--- src/rtl/nes_input_pkg.sv ---
// rtl/nes_input_pkg.sv - shared constants and helpers for the NES joypad hub
//
// Purpose: button bit indices, Four Score signature bytes, shift depth,
// fill constant and the turbo gating helper used by nes_joypad_hub.
// Ports: none (package).

package nes_input_pkg;

  // Button order inside each pad byte: {R,L,D,U,Start,Select,B,A}
  localparam int BTN_A      = 0;
  localparam int BTN_B      = 1;
  localparam int BTN_SELECT = 2;
  localparam int BTN_START  = 3;
  localparam int BTN_UP     = 4;
  localparam int BTN_DOWN   = 5;
  localparam int BTN_LEFT   = 6;
  localparam int BTN_RIGHT  = 7;

  // Four Score signature bytes, read LSB first after the two pad bytes
  localparam logic [7:0] FS_SIG_P1 = 8'h08;
  localparam logic [7:0] FS_SIG_P2 = 8'h04;

  localparam int SHIFT_W = 24;

  // Upper 16 bits of a port when only one pad is multiplexed onto it
  localparam logic [15:0] PAD_FILL = 16'hFFFF;

  localparam int TURBO_CNT_W = 4;

  // A/B are only passed while the turbo phase is high, unless turbo is off
  function automatic logic [7:0] apply_turbo(input logic [7:0] btn,
                                             input logic       turbo_a,
                                             input logic       turbo_b,
                                             input logic       phase);
    logic [7:0] res;
    res        = btn;
    res[BTN_A] = btn[BTN_A] & (~turbo_a | phase);
    res[BTN_B] = btn[BTN_B] & (~turbo_b | phase);
    return res;
  endfunction

endpackage

--- src/rtl/nes_turbo_gen.sv ---
// rtl/nes_turbo_gen.sv - per-pad turbo phase generator
//
// Purpose: counts frame_tick pulses and toggles phase every TURBO_FRAMES ticks.
// Ports:
//   clk_ppu_21_47  in   core clock
//   reset_n        in   synchronous active-low reset
//   frame_tick     in   one-cycle pulse per video frame
//   phase          out  turbo phase, 0 after reset

module nes_turbo_gen
  import nes_input_pkg::*;
#(
  parameter int TURBO_FRAMES = 2
) (
  input  logic clk_ppu_21_47,
  input  logic reset_n,
  input  logic frame_tick,
  output logic phase
);

  localparam logic [TURBO_CNT_W-1:0] LAST_COUNT = TURBO_CNT_W'(TURBO_FRAMES - 1);

  logic [TURBO_CNT_W-1:0] count;

  always_ff @(posedge clk_ppu_21_47) begin
    if (!reset_n) begin
      count <= '0;
      phase <= 1'b0;
    end else if (frame_tick) begin
      if (count == LAST_COUNT) begin
        count <= '0;
        phase <= ~phase;
      end else begin
        count <= count + 1'b1;
      end
    end
  end

endmodule

--- src/rtl/nes_joypad_hub.sv ---
// rtl/nes_joypad_hub.sv - two-port NES controller serializer with Four Score and turbo
//
// Purpose: loads both controller-port shift registers while the strobe is high
// and shifts one bit per falling edge of the per-port read clock.
// Ports:
//   clk_ppu_21_47  in   core clock
//   reset_n        in   synchronous active-low reset
//   joypad_out     in   strobe bus, bit 0 used
//   joypad_clock   in   per-port read clocks, [0]=port1 [1]=port2
//   pad_buttons    in   8 bits per pad {R,L,D,U,Start,Select,B,A}, pad0 in LSBs
//   turbo_a_en     in   per-pad turbo enable for A
//   turbo_b_en     in   per-pad turbo enable for B
//   four_score_en  in   4-player multiplexing enable
//   mic            in   Famicom microphone bit
//   frame_tick     in   one-cycle pulse per frame
//   joypad1_data   out  {2'b0, mic, 1'b0, serial}
//   joypad2_data   out  {4'b0, serial}

module nes_joypad_hub #(
  parameter int NUM_PADS     = 4,
  parameter int TURBO_FRAMES = 2,
  parameter int SHIFT_W      = 24
) (
  input  logic                  clk_ppu_21_47,
  input  logic                  reset_n,
  input  logic [2:0]            joypad_out,
  input  logic [1:0]            joypad_clock,
  input  logic [8*NUM_PADS-1:0] pad_buttons,
  input  logic [NUM_PADS-1:0]   turbo_a_en,
  input  logic [NUM_PADS-1:0]   turbo_b_en,
  input  logic                  four_score_en,
  input  logic                  mic,
  input  logic                  frame_tick,
  output logic [4:0]            joypad1_data,
  output logic [4:0]            joypad2_data
);

  import nes_input_pkg::*;

  localparam int MAX_PADS = 4;

  // Pads are widened to four slots so the load paths are identical for both builds
  logic [8*MAX_PADS-1:0] pads_ext;
  logic [MAX_PADS-1:0]   ta_ext;
  logic [MAX_PADS-1:0]   tb_ext;
  logic [MAX_PADS-1:0]   phase;
  logic [7:0]            eff [MAX_PADS];
  logic                  fs_active;
  logic                  strobe;
  logic                  strobe_unused;

  logic [SHIFT_W-1:0]    port1_sr;
  logic [SHIFT_W-1:0]    port2_sr;
  logic [SHIFT_W-1:0]    port1_load;
  logic [SHIFT_W-1:0]    port2_load;
  logic [1:0]            last_clock;
  logic [1:0]            fall;

  generate
    if (NUM_PADS == MAX_PADS) begin : g_full
      assign pads_ext = pad_buttons;
      assign ta_ext   = turbo_a_en;
      assign tb_ext   = turbo_b_en;
    end else begin : g_two
      assign pads_ext = {16'h0000, pad_buttons};
      assign ta_ext   = {2'b00, turbo_a_en};
      assign tb_ext   = {2'b00, turbo_b_en};
    end

    for (genvar i = 0; i < MAX_PADS; i++) begin : g_turbo
      if (i < NUM_PADS) begin : g_gen
        nes_turbo_gen #(
          .TURBO_FRAMES (TURBO_FRAMES)
        ) u_turbo (
          .clk_ppu_21_47 (clk_ppu_21_47),
          .reset_n       (reset_n),
          .frame_tick    (frame_tick),
          .phase         (phase[i])
        );
      end else begin : g_tie
        assign phase[i] = 1'b0;
      end
    end
  endgenerate

  assign fs_active     = (NUM_PADS == MAX_PADS) && four_score_en;
  assign strobe        = joypad_out[0];
  assign strobe_unused = &joypad_out[2:1];

  always_comb begin
    for (int i = 0; i < MAX_PADS; i++) begin
      eff[i] = apply_turbo(pads_ext[i*8 +: 8], ta_ext[i], tb_ext[i], phase[i]);
    end
  end

  // Each port carries its own pad first; with Four Score the second pad and
  // the port signature follow, otherwise the tail reads as all ones.
  assign port1_load = fs_active ? {FS_SIG_P1, eff[2], eff[0]} : {PAD_FILL, eff[0]};
  assign port2_load = fs_active ? {FS_SIG_P2, eff[3], eff[1]} : {PAD_FILL, eff[1]};

  assign fall = last_clock & ~joypad_clock;

  always_ff @(posedge clk_ppu_21_47) begin
    if (!reset_n) begin
      port1_sr   <= '0;
      port2_sr   <= '0;
      last_clock <= 2'b00;
    end else begin
      last_clock <= joypad_clock;
      if (strobe) begin
        // Strobe has priority over any coincident read-clock edge
        port1_sr <= port1_load;
        port2_sr <= port2_load;
      end else begin
        if (fall[0]) port1_sr <= {1'b1, port1_sr[SHIFT_W-1:1]};
        if (fall[1]) port2_sr <= {1'b1, port2_sr[SHIFT_W-1:1]};
      end
    end
  end

  assign joypad1_data = {2'b00, mic, 1'b0, port1_sr[0]};
  assign joypad2_data = {4'b0000, port2_sr[0]};

endmodule

--- config.mk ---
export PLATFORM = sky130hd
export DESIGN_NAME = nes_joypad_hub
export DESIGN_NICKNAME = d
export VERILOG_FILES = /design/src/rtl/nes_input_pkg.sv /design/src/rtl/nes_turbo_gen.sv /design/src/rtl/nes_joypad_hub.sv
export SDC_FILE = /design/constraint.sdc
export NUM_CORES = 1
export LEC_CHECK = 0
export CELL_PAD_IN_SITES_DETAIL_PLACEMENT = 0
export CELL_PAD_IN_SITES_GLOBAL_PLACEMENT = 1
export CORE_UTILIZATION = 40
export DETAILED_ROUTE_END_ITERATION = 7
export GPL_ROUTABILITY_DRIVEN = 0
export GPL_TIMING_DRIVEN = 0
export HOLD_SLACK_MARGIN = 0.03
export PLACE_DENSITY_LB_ADDON = 0.1
export SKIP_LAST_GASP = 1
export SLEW_MARGIN = 10
export SYNTH_ARGS = -nofsm -noshare
export SYNTH_HDL_FRONTEND = slang
export SYNTH_SLANG_ARGS = --single-unit
--- constraint.sdc ---
create_clock -name clk_ppu_21_47 -period 1.7 [get_ports clk_ppu_21_47]
set_input_delay 0.34 -clock clk_ppu_21_47 [delete_from_list [all_inputs] [get_ports clk_ppu_21_47]]
set_output_delay 0.34 -clock clk_ppu_21_47 [all_outputs]
set_load 0.01 [all_outputs]
Yosys cells after proc, flatten, opt, wreduce, memory -nomap -nowiden
Cells that the tools add are included.
- logic and storage cells: 65
- bits in registers: 70
- bitwise logic cells: 30
- $add $sub $neg: 4
- eq/ne operators: 4
- reductions and logical operators: 6
- mux-type cells: 10
- operators with widths (kind ; number):
    24-bit two-way mux ; 6
    4-bit by 1-bit adder with 4-bit output (second input constant) ; 4
    4-bit by 1-bit equality test with 1-bit output (second input constant) ; 4
    4-bit two-way mux ; 4
    1-bit NOT ; 12
    1-bit bitwise AND ; 8
    1-bit bitwise OR ; 8
    2-bit AND reduction ; 4
    2-bit nonzero test ; 2
    2-bit bitwise AND ; 1
    2-bit NOT ; 1

Longest topological paths before layout
- depth after elaboration: 5
- gate-level depth with buffers: 6
- mapped depth without buffers: 4

By module
From an unflattened synthesis, not the netlist that was laid out.
- cells, all modules: 334
- area total of the unflattened synthesis: 3216.8 µm²
- by module, submodules not included (module ; area an instance (µm²) ; cells an instance ; instances):
    nes_joypad_hub ; 2376.0 ; 246 ; 1
    nes_turbo_gen ; 210.2 ; 22 ; 4

Least setup slack after synthesis
OpenSTA, ideal clock, no wires.
- path kind: input to register
- from: in joypad_clock[0]
- to: reg port1_sr[12]
- path slack: 0.363 ns
- path buffers: 2
- library setup time: 0.119 ns
- cell stages on the path: 5
- arrival time: 1.218 ns
- data required time: 1.581 ns
- cells stage by stage: nor2b_1 > buf_6 > buf_6 > mux2_4 > o221a_1
- longest elaborated chain between the ends: 3
- ends and longest elaborated chain (item ; RTL line ; source):
    from (decl) ; nes_joypad_hub.sv:27 ; input logic [1:0] joypad_clock,
    2-bit NOT ; nes_joypad_hub.sv:101 ; assign fall = last_clock & ~joypad_clock;
    2-bit bitwise AND ; nes_joypad_hub.sv:101 ;
    2-bit nonzero test (no source line) ; -- ;
    to (signal assigned) ; nes_joypad_hub.sv:112 ; port1_sr <= port1_load;
    to (signal assigned) ; nes_joypad_hub.sv:115 ; if (fall[0]) port1_sr <= {1'b1, port1_sr[SHIFT_W-1:1]};
    to (decl) ; nes_joypad_hub.sv:52 ; logic [SHIFT_W-1:0] port1_sr;
Every way passes these cells.
A chain may end at the register's enable or synchronous reset.

Worst setup path after layout
- from: reg port2_sr[0]
- to: out joypad2_data[0]
- RTL lines (item ; RTL line ; source):
    from (decl) ; nes_joypad_hub.sv:53 ; logic [SHIFT_W-1:0] port2_sr;
    from (signal assigned) ; nes_joypad_hub.sv:113 ; port2_sr <= port2_load;
    from (signal assigned) ; nes_joypad_hub.sv:116 ; if (fall[1]) port2_sr <= {1'b1, port2_sr[SHIFT_W-1:1]};
    to (decl) ; nes_joypad_hub.sv:35 ; output logic [4:0] joypad2_data
No word-level cell between the ends.

==> impl_metrics.yaml <==
clock_tree:
  cts_num_sinks: 70
  clockBufferDepth: 2
  h-tree-depth: 3
  root_buffer: "clkbuf_8"
  clk_latency_ns: 0.34
  clk_pin_slew_worst_paths_ns: 0.07
  cts-buffers-inserted: 9
  cts_setup_buffers: 0
  tritoncts: "done"
placement:
  dp_cells: 489
  dp_slack_ns: -0.320
  dp_hpwl_um: 4420
  placed_area_sq_um: 3830
  placement.io_buffers: 48
synthesis:
  synth.area.top_cells: "dfxtp_1 (44%), and2_1 (7.0%), mux2i_1 (5.0%)"
  ys.flop_type: "dfxtp_1"
  yosysSeqAreaShare_pct: 43.8
  yosysTopAreaCell: "dfxtp_1"
  synth_enable_flop_cells: 0
  ys_warn_count: 0
  avgSynthCellArea_sq_um: 9.61
  ys_seq_elements: 70
  ys_async_sr_fraction_pct: 0
  synth_top_area_share_pct: 43.8
  ys_types: 31
  synthCells: 333
  netlist_area_sq_um: 3200
run_status:
  outcome: "complete, no violations"
worst_setup_path:
  reg2reg_to: "port2_sr[11]"
  critical_path_class: "reg2out"
  path_max_fanout: 2
  endpoint_kind: "output pin"
  r2r_start: "last_clock[1]"
  cp.required_ns: 1.36
  worstPathArrival_ns: 1.29
  r2r_slack_ns: 0.28
  cp-start-kind: "flop"
  worst-r2r-cell-count: 5
global_route:
  grt_use_total_pct: 16.2
  overflow: 0
  grt_pass1_vias: 2286
  grt_max_degree: 12
  antenna_found_initial: 0
  grt_pass1_wl_um: 10600
final_layout:
  fin_nets: 448
  antenna_cells: 0
  drive_above_1_share_pct: 13.6
  final_cells: 505
  final_area_sq_um: 4070
  final_util_pct: 52.6
  area_growth_syn_to_layout_pct: 27.1
  final_cell_mix: "dfxtp_1 (70), clkdlybuf4s50_1 (48), and2_1 (36)"
  final_common_cell: "dfxtp_1"
  nFillCells: 710
floorplan:
  die_h_um: 91.4
  rows: 32
  die-area_sq_um: 8360
  core-area_sq_um: 7730
  start_util_pct: 41.4
  pin_count: 60
  die_w_um: 91.4
worst_hold_path:
  hold_path_end: "g_turbo[0].g_gen.u_turbo.count[1]"
  min_from: "frame_tick"
  hold_depth: 4
  hold_path.class: "in2reg"
timing:
  finalSetupViolCount: 0
  rsz0062_at_grt: "false"
  finalCriticalPeriod_ns: 1.63
  finalHoldViolations: 0
  setup_slack_ns: 0.0705
  period_share_pct: 95.9
  fmaxAchievable_ghz: 0.614
  worst_pin_slew_ns: 0.513
  slew_viol_final: 0
  relSlewSlack_pct: 65.8
  clock_skew_ns: 0.00796
power_and_ir_drop:
  power.density_nw_per_um2: 940
  p_seq_share_pct: 47.0
  finalPower_mw: 3.82
  pwr-share-clk_pct: 40.4
  p_leak_nw: 1.61
  power.share.combinational_pct: 12.6
  p_int_mw: 2.97
  ir_drop_mv: 0.526
  switching_share_pct: 22.2
  p_sw_mw: 0.847
routing:
  drt_first_pass_iters: 4
  drt_iter0_drc: 74
  totalWireLength_um: 6240
  routedWlPerCell_um: 12.4
  postRouteAntennaNets: 0
  vias_per_cell: 4.72
  drc_errors: 0
  route.vias.total: 2386
flow_run:
  maxCapViolCount: 0
[cell families (layout without fill, tap and decap cells)]
logic type / Yosys count / in the layout / synth area share [%]
buffers and inverters: 39 / 103 / 7.51
DFF: 70 / 70 / 43.8
muxes: 30 / 30 / 11.0
AOI/OAI and AO/OA: 60 / 60 / 13.5
xor gates and xnor gates: 16 / 16 / 4.38
and+or+nand+nor: 117 / 117 / 19.7
other: 1 / 7 / 0.117
[per-stage QoR]
stage	hold slack, ns	TNS (ns)
after global placement	0.462	-11.56
after floorplan	0.449	0
after detailed placement	0.468	-12.34
final	0.468	0
after global routing	0.505	0
after CTS	0.452	0
[worst max-delay path by stage]
| stage | from | end | slack [ns] |
|---|---|---|---|
| floorplan | joypad_clock[0] | port1_sr[12] | 0.36 |
| global placement | reset_n | port2_sr[10] | -0.30 |
| detailed placement | reset_n | port2_sr[11] | -0.32 |
| CTS | reset_n | port2_sr[11] | 0.02 |
| global route | port2_sr[0] | joypad2_data[0] | 0.003 |
| finish | port2_sr[0] | joypad2_data[0] | 0.07 |
[sequential cells by signal (all words and copies together) (netlist names)]
name / flops
last_clock: 2
port1_sr: 24
g_turbo.g_gen.u_turbo.phase: 4
port2_sr: 24
g_turbo.g_gen.u_turbo.count: 16
[worst max-delay path, stage by stage (launching register included)]
cell and delay [ns]:
dfxtp_1 0.33, buf_4 0.10, clkdlybuf4s50_1 0.52
[power by group through the flow]
stage               registers, mW  clock network (mW)  logic, mW
global route                 1.81                1.67      0.537
floorplan                    1.82                   0      0.314
global placement             1.83                   0      0.482
CTS                          1.80                1.60      0.488
detailed placement           1.84                   0      0.484
finish                       1.80                1.54      0.481
[area by class of cell]
type                            instances  area [sq um]  share of cell area [%]
Clock buffer                           13           169                    4.15
Timing Repair Buffer                   48           480                    11.8
Inverter                                4          15.0                   0.369
Multi-Input combinational cell        230          1580                    38.9
Sequential cell                        70          1400                    34.5
Tap cell                              102           128                    3.14
Buffer                                 35           228                    5.60
Clock inverter                          3          65.1                    1.60
[synth_stat cells, drive strengths merged, types with 6 or more instances]
master	number
xor2	8
buf	20
clkbuf	15
nor2	19
and2	36
mux2	14
o21ai	16
mux2i	16
nor3	6
nor2b	20
a211oi	14
nand2	18
xnor2	8
dfxtp	70
o221a	12
a21oi	10
[repair_timing]
item	in CTS	in global routing
endpoints found under the setup margin	0	12
hold buffers	0	0
resized for setup	0	4
hold endpoints to repair	0	0
[metal layers]
| layer | part of all wire, % | vias to the layer above | wire length, um | global-route usage (%) |
|---|---|---|---|---|
| li1 | - | 1260 | - | - |
| met1 | 49 | 1082 | 3040 | 20.5 |
| met2 | 47 | 36 | 2910 | 26.1 |
| met3 | 3.3 | 8 | 206 | 4.27 |
| met4 | 1.3 | 0 | 80 | 6.75 |
| met5 | 0 | - | 0 | 0 |
Note: power is estimated with default switching activity, not from simulation.
